### src/rtl/mcu_state_sequencer.sv
// -----------------------------------------------------------------------------
// mcu_state_sequencer
//
// Owns the shared memory bus schedule of the MCU. It sequences boot, free
// running, pause (JTAG or software break), resume and single-step. It tells the
// memory-bus controller mux who is master:
//    isBooted = 0          -> Boot Block
//    isBooted = 1, isPaused = 0 -> Processor Core
//    isBooted = 1, isPaused = 1 -> JTAG Port
// Before the JTAG port is handed the bus, the core is stopped and given up to
// DRAIN_MAX cycles to report procHalted (no memory traffic in flight).
//
// Parameters
//    DRAIN_MAX      maximum number of DRAIN cycles before a forced pause (1..15)
//
// Ports
//    clk            system clock, rising edge
//    rst            synchronous active-high reset
//    bootDone       Boot Block finished copying the SRAM image (level)
//    procHalted     core has no fetch or memory access in flight (level)
//    procInstrDone  core retired one instruction (pulse)
//    swBreak        core executed a break instruction (pulse)
//    jtagPauseReq   JTAG requests / holds pause (level)
//    jtagRunReq     JTAG resume free running (pulse)
//    jtagStepReq    JTAG execute exactly one instruction (pulse)
//    bootStart      one-cycle pulse after reset release, starts the Boot Block
//    isBooted       bus controller select, 0 only while booting
//    isPaused       bus controller select, 1 hands the bus to JTAG
//    procRun        core may fetch and execute
//    drainFault     sticky: the last drain timed out without procHalted
//    seqState       current state code, for debug and JTAG readback
// -----------------------------------------------------------------------------
module mcu_state_sequencer #(
    parameter int DRAIN_MAX = 15
) (
    input  logic       clk,
    input  logic       rst,
    input  logic       bootDone,
    input  logic       procHalted,
    input  logic       procInstrDone,
    input  logic       swBreak,
    input  logic       jtagPauseReq,
    input  logic       jtagRunReq,
    input  logic       jtagStepReq,
    output logic       bootStart,
    output logic       isBooted,
    output logic       isPaused,
    output logic       procRun,
    output logic       drainFault,
    output logic [2:0] seqState
);

    typedef enum logic [2:0] {
        ST_BOOT   = 3'd0,
        ST_RUN    = 3'd1,
        ST_DRAIN  = 3'd2,
        ST_PAUSED = 3'd3,
        ST_STEP   = 3'd4
    } seqState_e;

    localparam logic [3:0] DRAIN_MAX_C = 4'(DRAIN_MAX);

    seqState_e  state_q, state_d;
    logic [3:0] drainCnt_q, drainCnt_d;
    logic       drainFault_q, drainFault_d;
    logic       bootIssued_q;
    logic       bootStart_q;
    logic       isBooted_q;
    logic       isPaused_q;
    logic       procRun_q;
    logic       drainTimeout;

    // The counter holds the number of DRAIN cycles already completed, so the
    // cycle in which the incremented value reaches DRAIN_MAX is the last one.
    // That gives exactly DRAIN_MAX cycles in DRAIN before a forced pause.
    assign drainTimeout = ((drainCnt_q + 4'd1) == DRAIN_MAX_C);

    // Next-state logic. The drain counter is zero outside DRAIN, which makes
    // every entry into DRAIN start from a cleared count. drainFault is set only
    // by a timeout and cleared whenever PAUSED is left.
    always_comb begin
        state_d      = state_q;
        drainCnt_d   = 4'd0;
        drainFault_d = drainFault_q;

        case (state_q)
            ST_BOOT: begin
                if (bootDone) begin
                    state_d = jtagPauseReq ? ST_PAUSED : ST_RUN;
                end
            end

            ST_RUN: begin
                if (jtagPauseReq || swBreak) begin
                    state_d = ST_DRAIN;
                end
            end

            ST_DRAIN: begin
                drainCnt_d = drainCnt_q + 4'd1;
                // A core that halts on the timeout cycle is a clean drain.
                if (procHalted) begin
                    state_d = ST_PAUSED;
                end else if (drainTimeout) begin
                    state_d      = ST_PAUSED;
                    drainFault_d = 1'b1;
                end
            end

            ST_PAUSED: begin
                if (jtagStepReq) begin
                    state_d      = ST_STEP;
                    drainFault_d = 1'b0;
                end else if (jtagRunReq && !jtagPauseReq) begin
                    state_d      = ST_RUN;
                    drainFault_d = 1'b0;
                end
            end

            ST_STEP: begin
                // Pause and break are not watched here; the step ends anyway.
                if (procInstrDone) begin
                    state_d = ST_DRAIN;
                end
            end

            default: begin
                state_d = ST_BOOT;
            end
        endcase
    end

    // State, counter and output registers. Bus-select outputs are decoded from
    // the next state and registered so they change together with seqState and
    // never glitch. bootStart fires on the first edge after reset release only.
    always_ff @(posedge clk) begin
        if (rst) begin
            state_q      <= ST_BOOT;
            drainCnt_q   <= 4'd0;
            drainFault_q <= 1'b0;
            bootIssued_q <= 1'b0;
            bootStart_q  <= 1'b0;
            isBooted_q   <= 1'b0;
            isPaused_q   <= 1'b0;
            procRun_q    <= 1'b0;
        end else begin
            state_q      <= state_d;
            drainCnt_q   <= drainCnt_d;
            drainFault_q <= drainFault_d;
            bootIssued_q <= 1'b1;
            bootStart_q  <= !bootIssued_q;
            isBooted_q   <= (state_d != ST_BOOT);
            isPaused_q   <= (state_d == ST_PAUSED);
            procRun_q    <= (state_d == ST_RUN) || (state_d == ST_STEP);
        end
    end

    assign bootStart  = bootStart_q;
    assign isBooted   = isBooted_q;
    assign isPaused   = isPaused_q;
    assign procRun    = procRun_q;
    assign drainFault = drainFault_q;
    assign seqState   = state_q;

endmodule
### config.mk
export PLATFORM = sky130hd
export DESIGN_NAME = mcu_state_sequencer
export DESIGN_NICKNAME = d
export VERILOG_FILES = /design/src/rtl/mcu_state_sequencer.sv
export SDC_FILE = /design/constraint.sdc
export NUM_CORES = 1
export LEC_CHECK = 0
export ABC_AREA = 1
export CAP_MARGIN = 20
export CORE_MARGIN = 2
export CORE_UTILIZATION = 49
export DETAILED_ROUTE_END_ITERATION = 10
export GPL_TIMING_DRIVEN = 0
export PLACE_DENSITY = 0.8
export SLEW_MARGIN = 15
export SYNTH_ARGS = -nofsm -noshare
export SYNTH_HDL_FRONTEND = slang
export SYNTH_SLANG_ARGS = --single-unit
export TNS_END_PERCENT = 30
### constraint.sdc
create_clock -name clk -period 3.4 [get_ports clk]
set_input_delay 0.34 -clock clk [delete_from_list [all_inputs] [get_ports clk]]
set_output_delay 0.34 -clock clk [all_outputs]
set_load 0.01 [all_outputs]
Yosys cells after proc, flatten, opt, wreduce, memory -nomap -nowiden

Index checks and enable logic that the tools add are counted.

Output and inout bits: 8
Logic and storage cells: 46
Flip-flop bits (word level): 13

Equal/unequal tests: 11
Add/sub/neg operators: 1
Bitwise operators: 1
Reduce and logical (&&, ||, !) cells: 10
Muxes and demuxes: 15

Operators with widths:

| cell                | count |
|---|---|
| $mux 3              | 7 |
| $pmux 3 s5          | 1 |
| $eq 3x2->1 const B  | 3 |
| $eq 3x1->1 const B  | 2 |
| $eq 3x3->1 const B  | 2 |
| $mux 1              | 5 |
| $add 4x1->4 const B | 1 |
| $eq 4x4->1 const B  | 1 |
| $ne 2x2->1 const B  | 2 |
| $reduce_and 4->1    | 1 |
| $logic_not 3->1     | 1 |
| $ne 3x3->1 const B  | 1 |
| $reduce_bool 3->1   | 1 |
| $logic_not 1->1     | 2 |
| $logic_or 1x1->1    | 2 |
| $mux 2              | 1 |
| $pmux 1 s2          | 1 |
| $reduce_bool 2->1   | 1 |
| $reduce_or 2->1     | 1 |
| $logic_and 1x1->1   | 1 |
| $not 1->1           | 1 |

Longest topological paths before layout

Gate-level depths: netlist of the first run.

Word-level depth: 7
Gate-level depth with buffers: 10

Worst setup path after synthesis of the first run

No wires, ideal clock.

Kind: reg-to-reg
From: register state_q[2] (netlist: seqState[2])
To: register isBooted_q (netlist: isBooted)
Data required time: 3.286 ns
Library setup time: 0.114 ns
Stages on the path, launching flop included: 10
Arrival: 1.049 ns
Path buffers: 0
Path slack: 2.237 ns
Cell sequence: dfxtp_1 inv_2 nor2_4 nor2_2 nand2_2 nand2_2 nor2_4 nand3_2 nand2_1 nand2_1

Word-level cells in the longest chain between the ends: 4
Elaborated cells between the ends (all ways): 14
Those cells by class: 4 x eq/ne; 8 x mux; 2 x reduce/logical

RTL lines:

| element                   | RTL line | text |
|---|---|---|
| start: declaration        | 63       | `seqState_e state_q, state_d;` |
| start signal: assignment  | 147      | `state_q <= state_d;` |
| $mux 3 (on tied branches) | 114, 104 |  |
| $mux 3 (on tied branches) | 111, 102 |  |
| $pmux 3 s5 (*)            | 86       | `case (state_q)` |
| $reduce_bool 3->1 (*)     | 152      | `isBooted_q <= (state_d != ST_BOOT);` |
| end signal: assignment    | 152      |  |
| end: declaration          | 68       | `logic isBooted_q;` |

Every way passes the cells marked *; elsewhere a longest branch is shown, timed or not.
A chain may end at the register's enable or synchronous reset.

Worst setup path in the final report of the first run

From: register state_q[0] (netlist: seqState[0])
To: output port seqState[0]

RTL lines:

| element          | RTL line | text |
|---|---|---|
| end: declaration | 50       | `output logic [2:0] seqState` |

No word-level cell between the ends.

==> results.rst, run 1 <==
.. list-table::
   :header-rows: 1

   * - Metric
     - Value
   * - CTS tree
     - yes
   * - Post-synthesis xor/xnor area fraction
     - 0.0266
   * - DR pass1 iterations
     - 4
   * - Top cells by count, synth
     - nand2_1 (14), dfxtp_1 (13), nor2_1 (13), inv_1 (9), nand3_1 (7)
   * - Initial antenna violation count
     - 0
   * - Routed length per instance
     - 10.0 um
   * - Final slew viol count
     - 0
   * - X dimension of the die
     - 40.7 um
   * - Compound-gate portion of the synthesized area
     - 0.0342
   * - Simple-gate share of the synthesized area
     - 0.416
   * - Highest routed layer
     - met3
   * - Post-route DRC violation count
     - 0
   * - Count of synthesis-stage warnings from yosys
     - 0
   * - Transition time of the tightest slew-check pin
     - 0.230 ns
   * - Number of unique standard cell types used by synthesis
     - 17
   * - Number of buffers on the longest clock path
     - 2
   * - Count of final hold-check violations
     - 0
   * - Critical path cell sequence
     - clkdlybuf4s50_1
   * - RSZ-0062 raised after global routing
     - false
   * - Number of nets with antenna violations after routing
     - 0
   * - Final wirelength
     - 1190 um
   * - Maximum resistive drop on vdd
     - 0.352 mV
   * - Chip Height
     - 40.7 um
   * - Initial Util
     - 0.513
   * - Root buffer selected by CTS
     - clkbuf_4
   * - Total via count in the routed design
     - 570
   * - Die area
     - 1660 um^2
   * - Vias in the first global route
     - 479
   * - Synth area leaders
     - dfxtp_1 (39%), nand2_1 (8.0%), nor2_1 (7.4%)
   * - Worst path top cell family by delay
     - buffers and inverters
   * - Net count of the mapped netlist
     - 95
   * - Power per unit of standard cell area
     - 473 nW/um^2
   * - Insertion delay of the later-clocked pin in the worst-skew pair
     - 0.27 ns
   * - Count leader, synth
     - nand2_1
   * - I/O Buffers
     - 16
   * - Area share of the largest cell type after synthesis
     - 0.395
   * - Average cell area after synthesis
     - 7.85 um^2
   * - Area delta synth->final
     - 31.1%
   * - Core Box Area
     - 1280 um^2
   * - Post-DR vias/cell
     - 4.79
   * - Fraction of layout cells with a size suffix above 1
     - 0.231
   * - Number of buffers inserted during clock tree synthesis
     - 3
   * - Cell type contributing the most total cell area after synthesis
     - dfxtp_1
   * - Adder and majority gate portion of the synthesized area
     - 0.0380
   * - Skew final
     - 0.00324 ns
   * - CTS-repair resized insts
     - 0
   * - Max stage delay cell, worst path
     - clkdlybuf4s50_1
   * - Worst path max stage delay
     - 0.58 ns
   * - 1st-iter DRT viols
     - 15
   * - Startpoint Class
     - register
   * - Post CTS Setup Buffer Count
     - 0
   * - Buffers plus inverters on the worst setup path
     - 1
   * - Run status
     - complete, no violations
   * - Mux contribution to synthesized area
     - 0
   * - Post-synth top flop
     - dfxtp_1
   * - Cell leakage power
     - 0.401 nW
   * - Min-delay worst type
     - register to register
   * - Pin count of the biggest net entering global routing
     - 9
   * - Worst Path Class, Setup
     - register to output port
   * - Number of antenna cells inserted
     - 0
   * - Std-Cell Rows
     - 13
   * - Area post-placement
     - 838 um^2
   * - Max-cap check violation count
     - 0
   * - Final Cycle Share
     - 0.481
   * - Remaining global-route overflow
     - 0
   * - Global-route wire length before repair
     - 1840 um
   * - Number of synthesized flops with an enable pin
     - 0
   * - Highest clock rate
     - 611 MHz
   * - Number of setup violations in the final report
     - 0
   * - Number of ports placed on the die boundary
     - 17
   * - Total GRT Usage
     - 0.177
   * - Met2 Wirelength
     - 619 um
   * - Combinational family with the most area after synthesis
     - simple AND/OR/NAND/NOR gates
   * - Total Negative Setup Slacks
     - 0 ns
   * - # clock sinks
     - 13
   * - Rel. slew slack
     - 0.846
   * - Met3 wirelength from detailed routing
     - 63 um
   * - Routability congestion estimate
     - 0.772
   * - Clock edge transition at the registers on the reported setup and hold paths
     - 0.07 ns
   * - Required @ worst endpoint
     - 3.06 ns
   * - Post-synthesis sequential element count
     - 13
   * - Mapped Cells
     - 84
   * - Async SR Flop Fraction
     - 0
   * - Proportion of synthesized chip area in sequential cells
     - 0.395
   * - WP data arrival
     - 1.30 ns
   * - H-Tree Level Count
     - 1
   * - Area of all placed cells without fillers
     - 865 um^2
   * - Number of nets in the layout
     - 116
   * - Largest fanout of any net on the critical path
     - 5
   * - Synthesized area
     - 659 um^2
   * - Met1 wire length
     - 509 um
   * - Final Critical Period
     - 1.64 ns
   * - CTS Hold Buffers Added
     - 0
   * - Half-perimeter wire length of the detailed placement result
     - 966 um
   * - Crit path capture type
     - output port
## metal layers
layer	vias to the layer above	global-route usage
met2	15	0.317
met5	-	0
met3	0	0.0815
met4	0	0.0500
li1	301	-
met1	254	0.183
## cell type report
type	count	area (um^2)
Buffer	1	11.3
Clock buffer	4	26.3
Fill cell	124	420
Inverter	13	48.8
Multi-Input combinational cell	57	339
Sequential cell	13	260
Tap cell	15	18.8
Timing Repair Buffer	16	160
## registers in the layout (all words and copies together), names as in the netlist
register	flops
drainCnt_q	4
isPaused	1
bootStart	1
isBooted	1
seqState	3
drainFault	1
procRun	1
bootIssued_q	1
## layout by cell type (no fill, tap or decap)
cell and instances:
clkdlybuf4s50_1 16, nand2_1 14, nor2_1 13, dfxtp_1 13, inv_1 9, nand3_1 7, nand2_2 5, inv_2 4
nor2_4 4, nand3_2 3, clkbuf_4 3, nand4_1 2, o21ai_2 2, xnor2_1 2, ha_1 2, buf_6 1
nor2_2 1, o21ai_1 1, nand4_2 1, clkbuf_1 1
## report_power, final
group | internal (W) | switching, W
clock | 0.0000454 | 0.0000460
sequential | 0.000168 | 0.00000927
combinational | 0.0000670 | 0.0000734
total | 0.000280 | 0.000129
## stage by stage
step,total power [W],setup slack [ns],util,cells,hold WS [ns]
6_report,0.000409,1.76,0.673,119,0.372
5_1_grt,0.000435,1.72,0.673,119,0.398
4_1_cts,0.000415,1.75,0.673,119,0.376
3_5_place_dp,0.000322,1.83,0.652,115,0.366
3_3_place_gp,0.000318,1.84,0.652,115,0.365
2_1_floorplan,0.000272,2.24,-,84,0.363
## kinds of logic after synthesis
logic type,count (synthesis)
simple gates,50
buf+inv,14
flops,13
compound gates,3
xor+xnor,2
fa+ha+maj,2
## worst paths after layout
check / endpoint / depth (start not counted) / slack (ns) / from
setup reg to reg: procRun$_SDFF_PP0_ / 7 / 2.16 / drainCnt_q[0]$_SDFF_PP0_
hold / removal: bootStart$_SDFF_PP0_ / 1 / 0.37 / bootIssued_q$_DFF_P_
hold reg to reg: bootStart$_SDFF_PP0_ / 1 / 0.37 / bootIssued_q$_DFF_P_
setup / recovery: seqState[0] / 1 / 1.76 / seqState[0]$_SDFF_PP0_
Power figures use the tool's default switching activity.
==> run 2: changes to the inputs <==
--- a/config.mk
+++ b/config.mk
@@ -8,10 +8,10 @@
 export ABC_AREA = 1
 export CAP_MARGIN = 20
 export CORE_MARGIN = 2
-export CORE_UTILIZATION = 49
+export CORE_UTILIZATION = 46
 export DETAILED_ROUTE_END_ITERATION = 10
 export GPL_TIMING_DRIVEN = 0
-export PLACE_DENSITY = 0.8
+export PLACE_DENSITY = 0.76
 export SLEW_MARGIN = 15
 export SYNTH_ARGS = -nofsm -noshare
 export SYNTH_HDL_FRONTEND = slang
==> constraint.sdc (replaced) <==
create_clock -name clk -period 1.6 [get_ports clk]
set_input_delay 0.16 -clock clk [delete_from_list [all_inputs] [get_ports clk]]
set_output_delay 0.16 -clock clk [all_outputs]
set_load 0.01 [all_outputs]
==> results.rst, run 2 (same netlist as run 1, synthesis figures left out) <==
.. list-table::
   :header-rows: 1

   * - Metric
     - Value
   * - Number of ports placed on the die boundary
     - 17 (unchanged)
   * - Total GRT Usage
     - 0.154 (-0.0236)
   * - Number of buffers on the longest clock path
     - 2 (unchanged)
   * - Area of all placed cells without fillers
     - 865 um^2 (unchanged)
   * - Cell leakage power
     - 0.401 nW (unchanged)
   * - Routed length per instance
     - 9.42 um (-5.9%)
   * - Insertion delay of the later-clocked pin in the worst-skew pair
     - 0.27 ns (about the same)
   * - Filler Cells Inserted
     - 115 (-7.3%)
   * - Transition time of the tightest slew-check pin
     - 0.247 ns (+0.0170 ns)
   * - Total Negative Setup Slacks
     - 0 ns (unchanged)
   * - Remaining global-route overflow
     - 0 (unchanged)
   * - Worst Path Class, Setup
     - register to output port
   * - Switching power summed over all nets
     - 0.000275 W (+110%)
   * - Std-Cell Rows
     - 13 (unchanged)
   * - Start point of the critical path
     - seqState[0]$_SDFF_PP0_
   * - Total via count in the routed design
     - 571 (+0.18%)
   * - Top register by number of flip-flops
     - drainCnt_q
   * - Startpoint Class
     - register
   * - Number of nets with antenna violations after routing
     - 0 (unchanged)
   * - Critical path depth
     - 1 (unchanged)
   * - Commonest cells after routing, fill and taps aside
     - clkdlybuf4s50_1 (16), nand2_1 (14), nor2_1 (13), dfxtp_1 (13), inv_1 (9)
   * - Post-DR vias/cell
     - 4.80 (+0.18%)
   * - Smallest setup slack after layout
     - 0.130 ns (-1.63 ns)
   * - Cell-internal power
     - 0.000595 W (+110%)
   * - # clock sinks
     - 13 (unchanged)
   * - Critical path cell sequence
     - clkdlybuf4s50_1
   * - Final wirelength
     - 1120 um (-5.9%)
   * - Crit path capture type
     - output port
   * - Number of antenna cells inserted
     - 0 (unchanged)
   * - Number of setup violations in the final report
     - 0 (unchanged)
   * - Worst path top cell family by delay
     - buffers and inverters
   * - CTS-repair resized insts
     - 0 (unchanged)
   * - Initial antenna violation count
     - 0 (unchanged)
   * - Run status
     - complete, no violations
   * - Core Box Area
     - 1320 um^2 (+2.5%)
   * - RSZ-0062 raised after global routing
     - false
   * - Instance count after placement with tap cells included
     - 115 (unchanged)
   * - CTS Hold Buffers Added
     - 0 (unchanged)
   * - DR pass1 iterations
     - 5 (+1)
   * - Final slew viol count
     - 0 (unchanged)
   * - Area delta synth->final
     - 31.1% (unchanged)
   * - Maximum resistive drop on vdd
     - 0.648 mV (+84%)
   * - Worst setup slack for register-to-register paths
     - 0.37 ns (-1.79 ns)
   * - Power per unit of standard cell area
     - 1010 nW/um^2 (+110%)
   * - Final Critical Period
     - 1.47 ns
   * - Max stage delay cell, worst path
     - clkdlybuf4s50_1
   * - Count of final hold-check violations
     - 0 (unchanged)
   * - Pin count of the biggest net entering global routing
     - 9 (unchanged)
   * - Final Cycle Share
     - 0.919
   * - Reg2Reg Launch Point
     - drainCnt_q[0]$_SDFF_PP0_
   * - Global-route wire length before repair
     - 2060 um (+12%)
   * - WP data arrival
     - 1.31 ns (about the same)
   * - Die area
     - 1750 um^2 (+5.9%)
   * - H-Tree Level Count
     - 1 (unchanged)
   * - Crit path capture
     - seqState[0]
   * - Number of buffers inserted during clock tree synthesis
     - 3 (unchanged)
   * - CTS tree
     - yes
   * - Skew final
     - 0.00318 ns (-0.0000603 ns)
   * - Initial Util
     - 0.500 (-0.0127)
   * - Worst slack at placement
     - 0.219 ns (-1.61 ns)
   * - Chip Height
     - 41.9 um (+2.9%)
   * - I/O Buffers
     - 16 (unchanged)
   * - Relative contribution of the clock network to total power
     - 0.226 (+0.002)
   * - Highest clock rate
     - 680 MHz
   * - Max-cap check violation count
     - 0 (unchanged)
   * - Worst path max stage delay
     - 0.58 ns (about the same)
   * - Min-delay worst type
     - register to register
   * - Total power after layout
     - 0.000870 W (+110%)
   * - Clock edge transition at the registers on the reported setup and hold paths
     - 0.08 ns (about the same)
   * - Vias in the first global route
     - 530 (+11%)
   * - Half-perimeter wire length of the detailed placement result
     - 932 um (-3.5%)
   * - Post-route DRC violation count
     - 0 (unchanged)
   * - Area post-placement
     - 838 um^2 (unchanged)
   * - Root buffer selected by CTS
     - clkbuf_4
   * - Buffers plus inverters on the worst setup path
     - 1 (unchanged)
   * - Number of nets in the layout
     - 116 (unchanged)
   * - Post CTS Setup Buffer Count
     - 0 (unchanged)
   * - Most frequent standard cell in the layout excluding fill and tap cells
     - clkdlybuf4s50_1
   * - Non-filler cells, final
     - 119 (unchanged)
   * - Largest fanout of any net on the critical path
     - 5 (unchanged)
   * - Critical R2R Capture
     - procRun$_SDFF_PP0_
   * - Rel. slew slack
     - 0.835 (-0.0104)
   * - Worst-case reg-to-reg path depth
     - 7 (unchanged)
   * - 1st-iter DRT viols
     - 7 (-8)
   * - Comb power frac
     - 0.342 (-0.002)
   * - Sequential fraction of design power
     - 0.432 (about the same)
   * - Routability congestion estimate
     - 0.781 (+1.1%)
   * - Switching part of the total
     - 0.317 (+0.00179)
   * - Fraction of layout cells with a size suffix above 1
     - 0.231 (unchanged)
   * - Number of flip-flops in the largest register
     - 4 (unchanged)
   * - X dimension of the die
     - 41.9 um (+2.9%)
   * - Required @ worst endpoint
     - 1.44 ns (-1.62 ns)
## run 2: per-stage QoR
step                      utilization  hold WS, ns
final                           0.656        0.386
after global routing            0.656        0.396
after CTS                       0.656        0.392
after detailed placement        0.636        0.377
after global placement          0.636        0.366
after floorplan                     -        0.231
## run 2: power by group through the flow
stage	sequential [W]	clock, W	combinational, W
floorplan	0.000396	0	0.000183
global placement	0.000383	0	0.000295
detailed placement	0.000384	0	0.000299
CTS	0.000377	0.000200	0.000301
global route	0.000379	0.000221	0.000333
finish	0.000376	0.000196	0.000298
## run 2: layer usage
layer  vias to the layer above  share of wire  GRT usage
li1                        301              -          -
met1                       256           0.44      0.186
met3                         2          0.063     0.0522
met2                        12           0.49      0.259
met5                         -              0          0
met4                         0         0.0054     0.0387
## run 2: worst min-delay path by stage
stage                                    start                      to  slack [ns]  cells past startpoint
after floorplan                            rst  seqState[0]$_SDFF_PP0_        0.23                      1
after global placement    bootIssued_q$_DFF_P_    bootStart$_SDFF_PP0_        0.37                      1
after detailed placement  bootIssued_q$_DFF_P_    bootStart$_SDFF_PP0_        0.38                      1
after CTS                 bootIssued_q$_DFF_P_    bootStart$_SDFF_PP0_        0.39                      1
after global routing      bootIssued_q$_DFF_P_    bootStart$_SDFF_PP0_        0.40                      1
final                     bootIssued_q$_DFF_P_    bootStart$_SDFF_PP0_        0.39                      1
## run 2: cell type report
| class | count | area (um^2) | area share |
|---|---|---|---|
| Sequential cell | 13 | 260 | 0.301 |
| Inverter | 13 | 48.8 | 0.0564 |
| Timing Repair Buffer | 16 | 160 | 0.185 |
| Tap cell | 15 | 18.8 | 0.0217 |
| Clock buffer | 4 | 26.3 | 0.0304 |
| Multi-Input combinational cell | 57 | 339 | 0.392 |
| Buffer | 1 | 11.3 | 0.0130 |
